**config.mk**
```make
export PLATFORM = sky130hd
export DESIGN_NAME = mem_access
export DESIGN_NICKNAME = d
export VERILOG_FILES = /design/src/rtl/mem_access.sv
export SDC_FILE = /design/constraint.sdc
export NUM_CORES = 1
export LEC_CHECK = 0
export CAP_MARGIN = 10
export CORE_AREA = 2 2 144 146
export DETAILED_ROUTE_END_ITERATION = 16
export DIE_AREA = 0 0 146 148
export HOLD_SLACK_MARGIN = 0.1
export MAX_ROUTING_LAYER = met4
export PLACE_DENSITY_LB_ADDON = 0.2
export SETUP_SLACK_MARGIN = 0.4
export SLEW_MARGIN = 20
export SYNTH_ARGS = -nofsm -noshare
export SYNTH_HDL_FRONTEND = slang
export SYNTH_SLANG_ARGS = --single-unit
```
**constraint.sdc**
```tcl
create_clock -name clk_i -period 2.3 [get_ports clk_i]
set_input_delay 0.345 -clock clk_i [delete_from_list [all_inputs] [get_ports clk_i]]
set_output_delay 0.345 -clock clk_i [all_outputs]
set_load 0.02 [all_outputs]
```
**src/rtl/mem_access.sv**
```systemverilog
// -----------------------------------------------------------------------------
// mem_access
// RV32I memory-access stage. It sits between the ALU stage latch and the
// MEM->RD/WB latch. It decodes a load or store from aInst_i and runs one
// req/ack bus transaction for it. Load data is aligned and extended, and the
// pipeline is held while the access is outstanding. Non-memory instructions
// pass straight through combinationally with no added latency.
//
// Optional feature: define MEM_ACCESS_TIMEOUT_EN to abort a request that sees
// no ack within TIMEOUT_CYCLES request cycles. An aborted access reports
// mErr_o and suppresses writeback.
//
// Ports
//   clk_i         clock, all state on the rising edge
//   rstN_i        synchronous reset, active-low
//   stall_i       global pipeline stall (includes stallReq_o)
//   aPc_i         PC from the ALU latch
//   aInst_i       instruction from the ALU latch
//   aValid_i      instruction valid
//   aRegD_i       destination register
//   aRegDV_i      ALU result (writeback value for non-loads)
//   aMemAddr_i    effective byte address for the load/store
//   aStoreData_i  rs2 value for stores
//   stallReq_o    this stage needs the pipeline held
//   dReq_o        bus request, held until dAck_i
//   dWe_o         1 = store, 0 = load
//   dAddr_o       word-aligned bus address
//   dStrb_o       byte-lane enables
//   dWdata_o      lane-replicated store data
//   dAck_i        bus completes the transaction this cycle
//   dRdata_i      read data, valid with dAck_i
//   mPc_o         PC to the MEM->RD/WB latch
//   mInst_o       instruction to the MEM->RD/WB latch
//   mValid_o      valid to the MEM->RD/WB latch
//   mRegD_o       destination register (0 = no writeback)
//   mRegDV_o      writeback value
//   mErr_o        access aborted by timeout
// -----------------------------------------------------------------------------
module mem_access #(
    parameter int unsigned TIMEOUT_CYCLES = 255
) (
    input  logic        clk_i,
    input  logic        rstN_i,
    input  logic        stall_i,
    input  logic [31:0] aPc_i,
    input  logic [31:0] aInst_i,
    input  logic        aValid_i,
    input  logic [4:0]  aRegD_i,
    input  logic [31:0] aRegDV_i,
    input  logic [31:0] aMemAddr_i,
    input  logic [31:0] aStoreData_i,
    output logic        stallReq_o,
    output logic        dReq_o,
    output logic        dWe_o,
    output logic [31:0] dAddr_o,
    output logic [3:0]  dStrb_o,
    output logic [31:0] dWdata_o,
    input  logic        dAck_i,
    input  logic [31:0] dRdata_i,
    output logic [31:0] mPc_o,
    output logic [31:0] mInst_o,
    output logic        mValid_o,
    output logic [4:0]  mRegD_o,
    output logic [31:0] mRegDV_o,
    output logic        mErr_o
);

    typedef enum logic [1:0] {IDLE, REQ, DONE} state_e;

    state_e      state_q, state_d;
    logic [31:0] rdata_q;

    logic [2:0]  funct3;
    logic [1:0]  offset;
    logic        isLoad, isStore, isMemOp;
    logic        byteOp, halfOp;
    logic [3:0]  laneStrb;
    logic [31:0] laneWdata;
    logic [31:0] loadData;
    logic [7:0]  byteSel;
    logic [15:0] halfSel;
    logic        timeoutHit;
    logic        errFlag;

    assign funct3  = aInst_i[14:12];
    assign offset  = aMemAddr_i[1:0];
    assign isLoad  = aValid_i && (aInst_i[6:0] == 7'b0000011);
    assign isStore = aValid_i && (aInst_i[6:0] == 7'b0100011);
    assign isMemOp = isLoad || isStore;

    // Access size comes from funct3[1:0] only, so the unsigned load variants
    // share lanes with their signed twins and reserved codes fall to word.
    assign byteOp = (funct3[1:0] == 2'b00);
    assign halfOp = (funct3[1:0] == 2'b01);

    // Byte-lane enables and replicated store data. Halfwords ignore addr[0]
    // and words ignore the offset entirely; loads use the same strobes.
    always_comb begin
        laneStrb  = 4'b1111;
        laneWdata = aStoreData_i;
        if (byteOp) begin
            laneStrb  = 4'b0001 << offset;
            laneWdata = {4{aStoreData_i[7:0]}};
        end else if (halfOp) begin
            laneStrb  = 4'b0011 << {offset[1], 1'b0};
            laneWdata = {2{aStoreData_i[15:0]}};
        end
    end

    assign byteSel = rdata_q[{offset, 3'b000} +: 8];
    assign halfSel = offset[1] ? rdata_q[31:16] : rdata_q[15:0];

    // Load extension from the captured word. The address and instruction are
    // still valid here because upstream is held until this stage is done.
    always_comb begin
        case (funct3)
            3'd0:    loadData = {{24{byteSel[7]}}, byteSel};
            3'd1:    loadData = {{16{halfSel[15]}}, halfSel};
            3'd4:    loadData = {24'h0, byteSel};
            3'd5:    loadData = {16'h0, halfSel};
            default: loadData = rdata_q;
        endcase
    end

`ifdef MEM_ACCESS_TIMEOUT_EN
    localparam int CNT_W = ($clog2(TIMEOUT_CYCLES + 1) > 8) ? $clog2(TIMEOUT_CYCLES + 1) : 8;

    logic [CNT_W-1:0] cnt_q, cnt_d;
    logic             err_q, err_d;

    assign timeoutHit = (state_q == REQ) && (cnt_q == CNT_W'(TIMEOUT_CYCLES - 1));
    assign errFlag    = err_q;

    // Request-cycle counter and abort flag. The counter restarts in IDLE so
    // every request gets the full budget; an ack on the final cycle wins.
    always_comb begin
        cnt_d = cnt_q;
        err_d = err_q;
        case (state_q)
            IDLE: begin
                cnt_d = '0;
                err_d = 1'b0;
            end
            REQ: begin
                cnt_d = cnt_q + CNT_W'(1);
                if (!dAck_i && timeoutHit) begin
                    err_d = 1'b1;
                end
            end
            DONE: begin
                if (!stall_i) begin
                    err_d = 1'b0;
                end
            end
            default: begin
                cnt_d = '0;
                err_d = 1'b0;
            end
        endcase
    end

    // Counter and error flag registers.
    always_ff @(posedge clk_i) begin
        if (!rstN_i) begin
            cnt_q <= '0;
            err_q <= 1'b0;
        end else begin
            cnt_q <= cnt_d;
            err_q <= err_d;
        end
    end
`else
    logic unusedTimeout;

    assign unusedTimeout = (TIMEOUT_CYCLES != 0);
    assign timeoutHit    = 1'b0;
    assign errFlag       = 1'b0;
`endif

    // State register plus the read-data capture on the acking cycle.
    always_ff @(posedge clk_i) begin
        if (!rstN_i) begin
            state_q <= IDLE;
            rdata_q <= '0;
        end else begin
            state_q <= state_d;
            if ((state_q == REQ) && dAck_i) begin
                rdata_q <= dRdata_i;
            end
        end
    end

    // Next-state logic. An ack outside REQ is ignored; DONE holds while the
    // pipeline is stalled so the result stays visible to the next latch.
    always_comb begin
        state_d = state_q;
        case (state_q)
            IDLE:    if (isMemOp) state_d = REQ;
            REQ:     if (dAck_i || timeoutHit) state_d = DONE;
            DONE:    if (!stall_i) state_d = IDLE;
            default: state_d = IDLE;
        endcase
    end

    // Output logic. Pass-through is the default; memory ops bubble the output
    // until DONE, and everything handshake-related is forced low in reset.
    always_comb begin
        stallReq_o = 1'b0;
        dReq_o     = 1'b0;
        mValid_o   = aValid_i;
        mPc_o      = aPc_i;
        mInst_o    = aInst_i;
        mRegD_o    = aRegD_i;
        mRegDV_o   = aRegDV_i;
        mErr_o     = 1'b0;
        case (state_q)
            IDLE: begin
                if (isMemOp) begin
                    stallReq_o = 1'b1;
                    mValid_o   = 1'b0;
                    mRegD_o    = 5'd0;
                end
            end
            REQ: begin
                stallReq_o = 1'b1;
                dReq_o     = 1'b1;
                mValid_o   = 1'b0;
                mRegD_o    = 5'd0;
            end
            DONE: begin
                mErr_o = errFlag;
                if (isLoad && !errFlag) begin
                    mRegDV_o = loadData;
                end else begin
                    mRegD_o = 5'd0;
                end
            end
            default: begin
                mValid_o = 1'b0;
            end
        endcase
        if (!rstN_i) begin
            stallReq_o = 1'b0;
            dReq_o     = 1'b0;
            mValid_o   = 1'b0;
            mErr_o     = 1'b0;
        end
    end

    assign dWe_o    = isStore;
    assign dAddr_o  = {aMemAddr_i[31:2], 2'b00};
    assign dStrb_o  = laneStrb;
    assign dWdata_o = laneWdata;

endmodule
```
==> results.md, run 1 <==
* Dpl hpwl at 15760 um
* Area leader, netlist: buf_4
* Post-synthesis cell count at 476
* Post-Syn Area per Cell at 7.105 um^2
* CTS Buf Count at 5
* Async S/R FF share, synth at 0%
* IO Pins at 376
* Post-synth EDFFs at 0
* Kind of the worst endpoint: primary output
* CTS Buffer Depth at 2
* PortBufs at 204
* Synth top area cells: buf_4 23%, dfxtp_1 20%, nand2_1 11%
* Die width at 146 um
* Clk sink count at 34
* Clk root buf: clkbuf_16
* Yosys cell types at 34
* CTS Hold Bufs at 0
* Largest net degree at the start of global routing at 34
* Placed Cells incl. Taps at 889
* Die height at 148 um
* First-pass GRT wire length at 28080 um
* Status: stopped before the end
* Starting Density at 16.88%
* FP Rows at 52
* Err: [ERROR DRT-0255] Maze Route cannot find path of net aMemAddr_i[13] in worker of routeBox ( 96600 96600 ) ( 146000 148000 ).
* Seq/Total Area, Yosys at 20.13%
* Tot GR Track Use at 17.86%
* Initial antenna violation count at 2
* H-tree Lvls at 2
* Synth top area share at 23.31%
* Yosys Warn Count at 0
* Worst setup endpoint after the global-route repair_timing: mRegDV_o[27]
* Remaining Overflow, GRT at 0
* Routability cong. at 0.8138
* Synthesis-stage register bit count at 34
* Stop stage: detailed routing
* Most used DFF post-synth: dfxtp_1
* Synthesized area at 3382 um^2
* Number of global-route vias before repair at 4234
-- logic make-up after synthesis --
logic type	Yosys count	synth area share, %
compound gates	102	20.46
buf+inv	141	27.56
flops	34	20.13
mux	36	11.76
other cells	1	0.1109
simple gates	162	19.98
-- per-stage QoR --
stage | setup TNS (ns) | area (um^2) | worst slack, ns
5_1_grt | -1.894 | 6594 | -0.1131
4_1_cts | -0.03809 | 6497 | -0.01730
3_5_place_dp | -41.04 | 5629 | -0.9617
3_3_place_gp | -39.54 | 5629 | -0.9194
2_1_floorplan | 0 | 3606 | 0.07240
-- metal layers --
| layer | track usage (%) |
|---|---|
| met1 | 18.31 |
| met2 | 32.26 |
| met3 | 7.531 |
| met4 | 3.301 |
| met5 | - |
-- cell usage after synthesis (all sizes together), types with 8 or more instances --
library cell  number
buf              115
nand2            103
nor2              39
dfxtp             34
a21boi            32
a31oi             24
mux2              20
clkbuf            19
mux2i             15
o21ai             13
a21oi              9
nor2b              8
-- what timing repair did --
| action | in CTS | in global routing |
|---|---|---|
| gates cloned | 3 | 0 |
| hold endpoints to repair | 0 | 0 |
| pin swaps | 15 | 10 |
| gates resized for setup | 448 | 38 |
| setup buffers | 19 | 2 |
| endpoints found under the setup margin | 77 | 59 |
==> run 2: changes to the inputs <==
==> config.mk (replaced) <==
export PLATFORM = sky130hd
export DESIGN_NAME = mem_access
export DESIGN_NICKNAME = d
export VERILOG_FILES = /design/src/rtl/mem_access.sv
export SDC_FILE = /design/constraint.sdc
export NUM_CORES = 1
export LEC_CHECK = 0
export CAP_MARGIN = 10
export CORE_AREA = 2 2 146 148
export DETAILED_ROUTE_END_ITERATION = 16
export DIE_AREA = 0 0 148 150
export PLACE_DENSITY_LB_ADDON = 0.15
export SLEW_MARGIN = 20
export SYNTH_ARGS = -nofsm -noshare
export SYNTH_HDL_FRONTEND = slang
export SYNTH_SLANG_ARGS = --single-unit
==> results.md, run 2 <==
* Status: finished, final reports clean
* Seq. cell area at 680.7 um^2
* Final nets at 822
* Critical Path End Type: output port
* Clk root buf: clkbuf_16
* Hold Crit Class: reg -> reg
* H-tree Lvls at 2 (unchanged)
* DRC at 0
* Internal power at 1.423 mW
* Worst Tran Pin Value at 0.6668 ns
* Routability cong. at 0.7953 (-2.3%)
* TNS Setup at 0 ns
* Biggest regs: rdata_q x32, state_q x2
* Synth Area in Adders at 0% (unchanged)
* Clk Latency, worst-skew pair at 0.28 ns
* Finished Cell Area at 5710 um^2
* Clk sink count at 34 (unchanged)
* Worst setup path class: in -> out
* Sw frac at 29.48%
* Post-synthesis mux area share at 11.76% (unchanged)
* Async S/R FF share, synth at 0% (unchanged)
* Synthesized area at 3382 um^2 (unchanged)
* Largest family of logic cells by synthesized area: buffers and inverters
* RSZ-0062 raised after global routing: true
* R2r setup slk at 0.82 ns
* Post-synthesis cell count at 476 (unchanged)
* Maxcap violations at 0
* NetSw at 594.7 uW
* Share of power burned in registers at 29.3%
* Post-synthesis compound-gate area fraction at 20.46% (unchanged)
* Multi-input gate area at 2017 um^2
* Post-Syn Area per Cell at 7.105 um^2 (unchanged)
* Synthesis-stage register bit count at 34 (unchanged)
* Crit-path max FO at 8
* Biggest register: rdata_q
* PortBufs at 204 (unchanged)
* Leading cell type in the layout, fill and taps excluded: clkdlybuf4s50_1
* Vias post-DR at 3739
* Top post-synthesis cells by count: 105 x buf_4, 103 x nand2_1, 39 x nor2_1
* WHS Path Cells at 2
* Cell with the most instances after synthesis: buf_4
* Largest net degree at the start of global routing at 35 (+2.9%)
* R2r endpoint: rdata_q[2]$_SDFFE_PN0P_
* Area leader, netlist: buf_4
* Core Region at 20690 um^2
* FP Rows at 53 (+1.9%)
* Synth Area in XOR/XNOR at 0% (unchanged)
* Initial antenna violation count at 2 (unchanged)
* Final clock skew at 0.004295 ns
* CTS Buffer Depth at 2 (unchanged)
* Peak supply drop at 0.0002229 V
* CP required at 1.96 ns
* Starting Density at 16.35% (-0.53 points)
* Drt via density at 4.173
* Drt wl/cell at 18.38 um
* Number of global-route vias before repair at 3901 (-7.9%)
* Synth Area in Simple Gates at 19.98% (unchanged)
* Worst-path clk slew at 0.05 ns
* Synth top area cells: buf_4 23%, dfxtp_1 20%, nand2_1 11%
* CTS tree: built
* Die height at 150 um (+1.4%)
* Fillers at 2309
* DRT Pass-1 Iters at 4
* Final hold violation count at 0
* Dpl hpwl at 13300 um (-16%)
* Post-synth EDFFs at 0 (unchanged)
* Crit path launch: aInst_i[2]
* CP Data Arrival Time at 1.94 ns
* Most used DFF post-synth: dfxtp_1
* Tot GR Track Use at 14.10% (-3.8 points)
* Yosys Warn Count at 0 (unchanged)
* Setup crit end: mRegDV_o[7]
* Post-DP Area at 5448 um^2 (-3.2%)
* IO Pins at 376 (unchanged)
* Worst r2r src: state_q[1]$_SDFFE_PN0P_
* Most frequent cells in the layout: 136 x clkdlybuf4s50_1, 102 x nand2_1, 65 x buf_4
* Worst setup SP type: primary input
* Pleak at 2.183 nW
* Die area at 22200 um^2
* First-pass GRT wire length at 23470 um (-16%)
* Yosys cell types at 34 (unchanged)
* CTS Buf Count at 5 (unchanged)
* Layout Area Growth over Synthesis at 68.85%
* Ratio of cells with drive above 1 in the final layout at 30.27%
* Seq/Total Area, Yosys at 20.13% (unchanged)
* Slew headroom at 55.55%
* FMAX at 436.9 MHz
* N_diodes at 0
* Synth top area share at 23.31% (unchanged)
* Detailed Route WL at 16470 um
* Gate power share at 36.6%
* Number of DRC markers in iteration 0 at 88
* Pwr Density at 353.3 nW/um^2
* Die width at 148 um (+1.4%)
* Final Critical Period at 2.289 ns
* Reg2reg path depth at 4
* Fin crit share at 99.51%
* Remaining Overflow, GRT at 0 (unchanged)
* Final ANT Viol Nets at 0
* Final setup fails at 0
* Max-slew violations at 0
* Clock power share at 34.1%
* Max reg flops at 32
[run 2: cell counts after synthesis]
Identical to the previous run, type by type.
[run 2: kinds of logic after synthesis]
| kind of cell | after synthesis |
|---|---|
| AOI/OAI and AO/OA | 102 |
| buffers and inverters | 141 |
| DFF | 34 |
| muxes | 36 |
| other | 1 |
| and+or+nand+nor | 162 |
[run 2: how the worst min path moves through the flow]
stage / slack (ns) / to / startpoint
2_1_floorplan: 0.44 / rdata_q[6]$_SDFFE_PN0P_ / rdata_q[6]$_SDFFE_PN0P_
3_3_place_gp: 0.46 / rdata_q[4]$_SDFFE_PN0P_ / rdata_q[4]$_SDFFE_PN0P_
3_5_place_dp: 0.46 / rdata_q[0]$_SDFFE_PN0P_ / rdata_q[0]$_SDFFE_PN0P_
4_1_cts: 0.47 / rdata_q[0]$_SDFFE_PN0P_ / rdata_q[0]$_SDFFE_PN0P_
5_1_grt: 0.50 / rdata_q[0]$_SDFFE_PN0P_ / rdata_q[0]$_SDFFE_PN0P_
6_report: 0.47 / rdata_q[0]$_SDFFE_PN0P_ / rdata_q[0]$_SDFFE_PN0P_
[run 2: routing by layer]
metal  vias up  share of wire (%)  track usage (%)
met5         -               0.13                0
met4         4                1.9            3.571
met3        29                 12            6.311
met2       224                 52            26.90
met1      1691                 35            13.83
li1       1791                  -                -
[run 2: repair_timing]
action,in CTS,in global routing
gates resized for setup,229,36
hold buffers,0,0
setup endpoints to repair,59,41
pin swaps,6,1
buffers inserted,7,2
gates cloned,3,0
[run 2: cell type report]
class	count	share of cell area, %
timing repair buffer	269	43.62
multi-input combinational	303	35.32
sequential	34	11.92
tap	275	6.025
clock buffer	6	2.432
inverter	7	0.4601
clock inverter	2	0.2191
[run 2: power by group through the flow]
stage	Clock [mW]	Sequential, mW	Combinational, mW
finish	0.688	0.591	0.738
global route	0.728	0.591	0.783
CTS	0.712	0.591	0.747
detailed placement	0	0.604	0.766
global placement	0	0.604	0.764
floorplan	0	0.604	0.518
[run 2: per-stage QoR]
step	hold WS [ns]	power (mW)	setup WS (ns)	instances	util, %
finish	0.4673	2.017	0.01120	896	27.60
global route	0.4959	2.102	-0.08353	896	27.60
CTS	0.4701	2.050	-0.005008	895	27.71
detailed placement	0.4629	1.370	-0.8861	877	26.33
global placement	0.4554	1.368	-0.8516	877	26.33
floorplan	0.4403	1.122	-0.01965	478	-
[run 2: worst max-delay path: stages]
cell and delay, ns:
buf_6 0.09, or4_4 0.55, nor4_4 0.19, buf_12 0.19, buf_12 0.12, buf_6 0.10
nor2_2 0.03, a31oi_2 0.16, buf_6 0.15
(Power assumes the default switching activity.)
==> run 3: changes to the inputs <==
--- a/config.mk
+++ b/config.mk
@@ -5,7 +5,7 @@
 export SDC_FILE = /design/constraint.sdc
 export NUM_CORES = 1
 export LEC_CHECK = 0
-export CAP_MARGIN = 10
+export CAP_MARGIN = 20
 export CORE_AREA = 2 2 146 148
 export DETAILED_ROUTE_END_ITERATION = 16
 export DIE_AREA = 0 0 148 150
==> results of run 3 <==
Same layout as run 2: the final DEF is identical, and so are final timing and power.
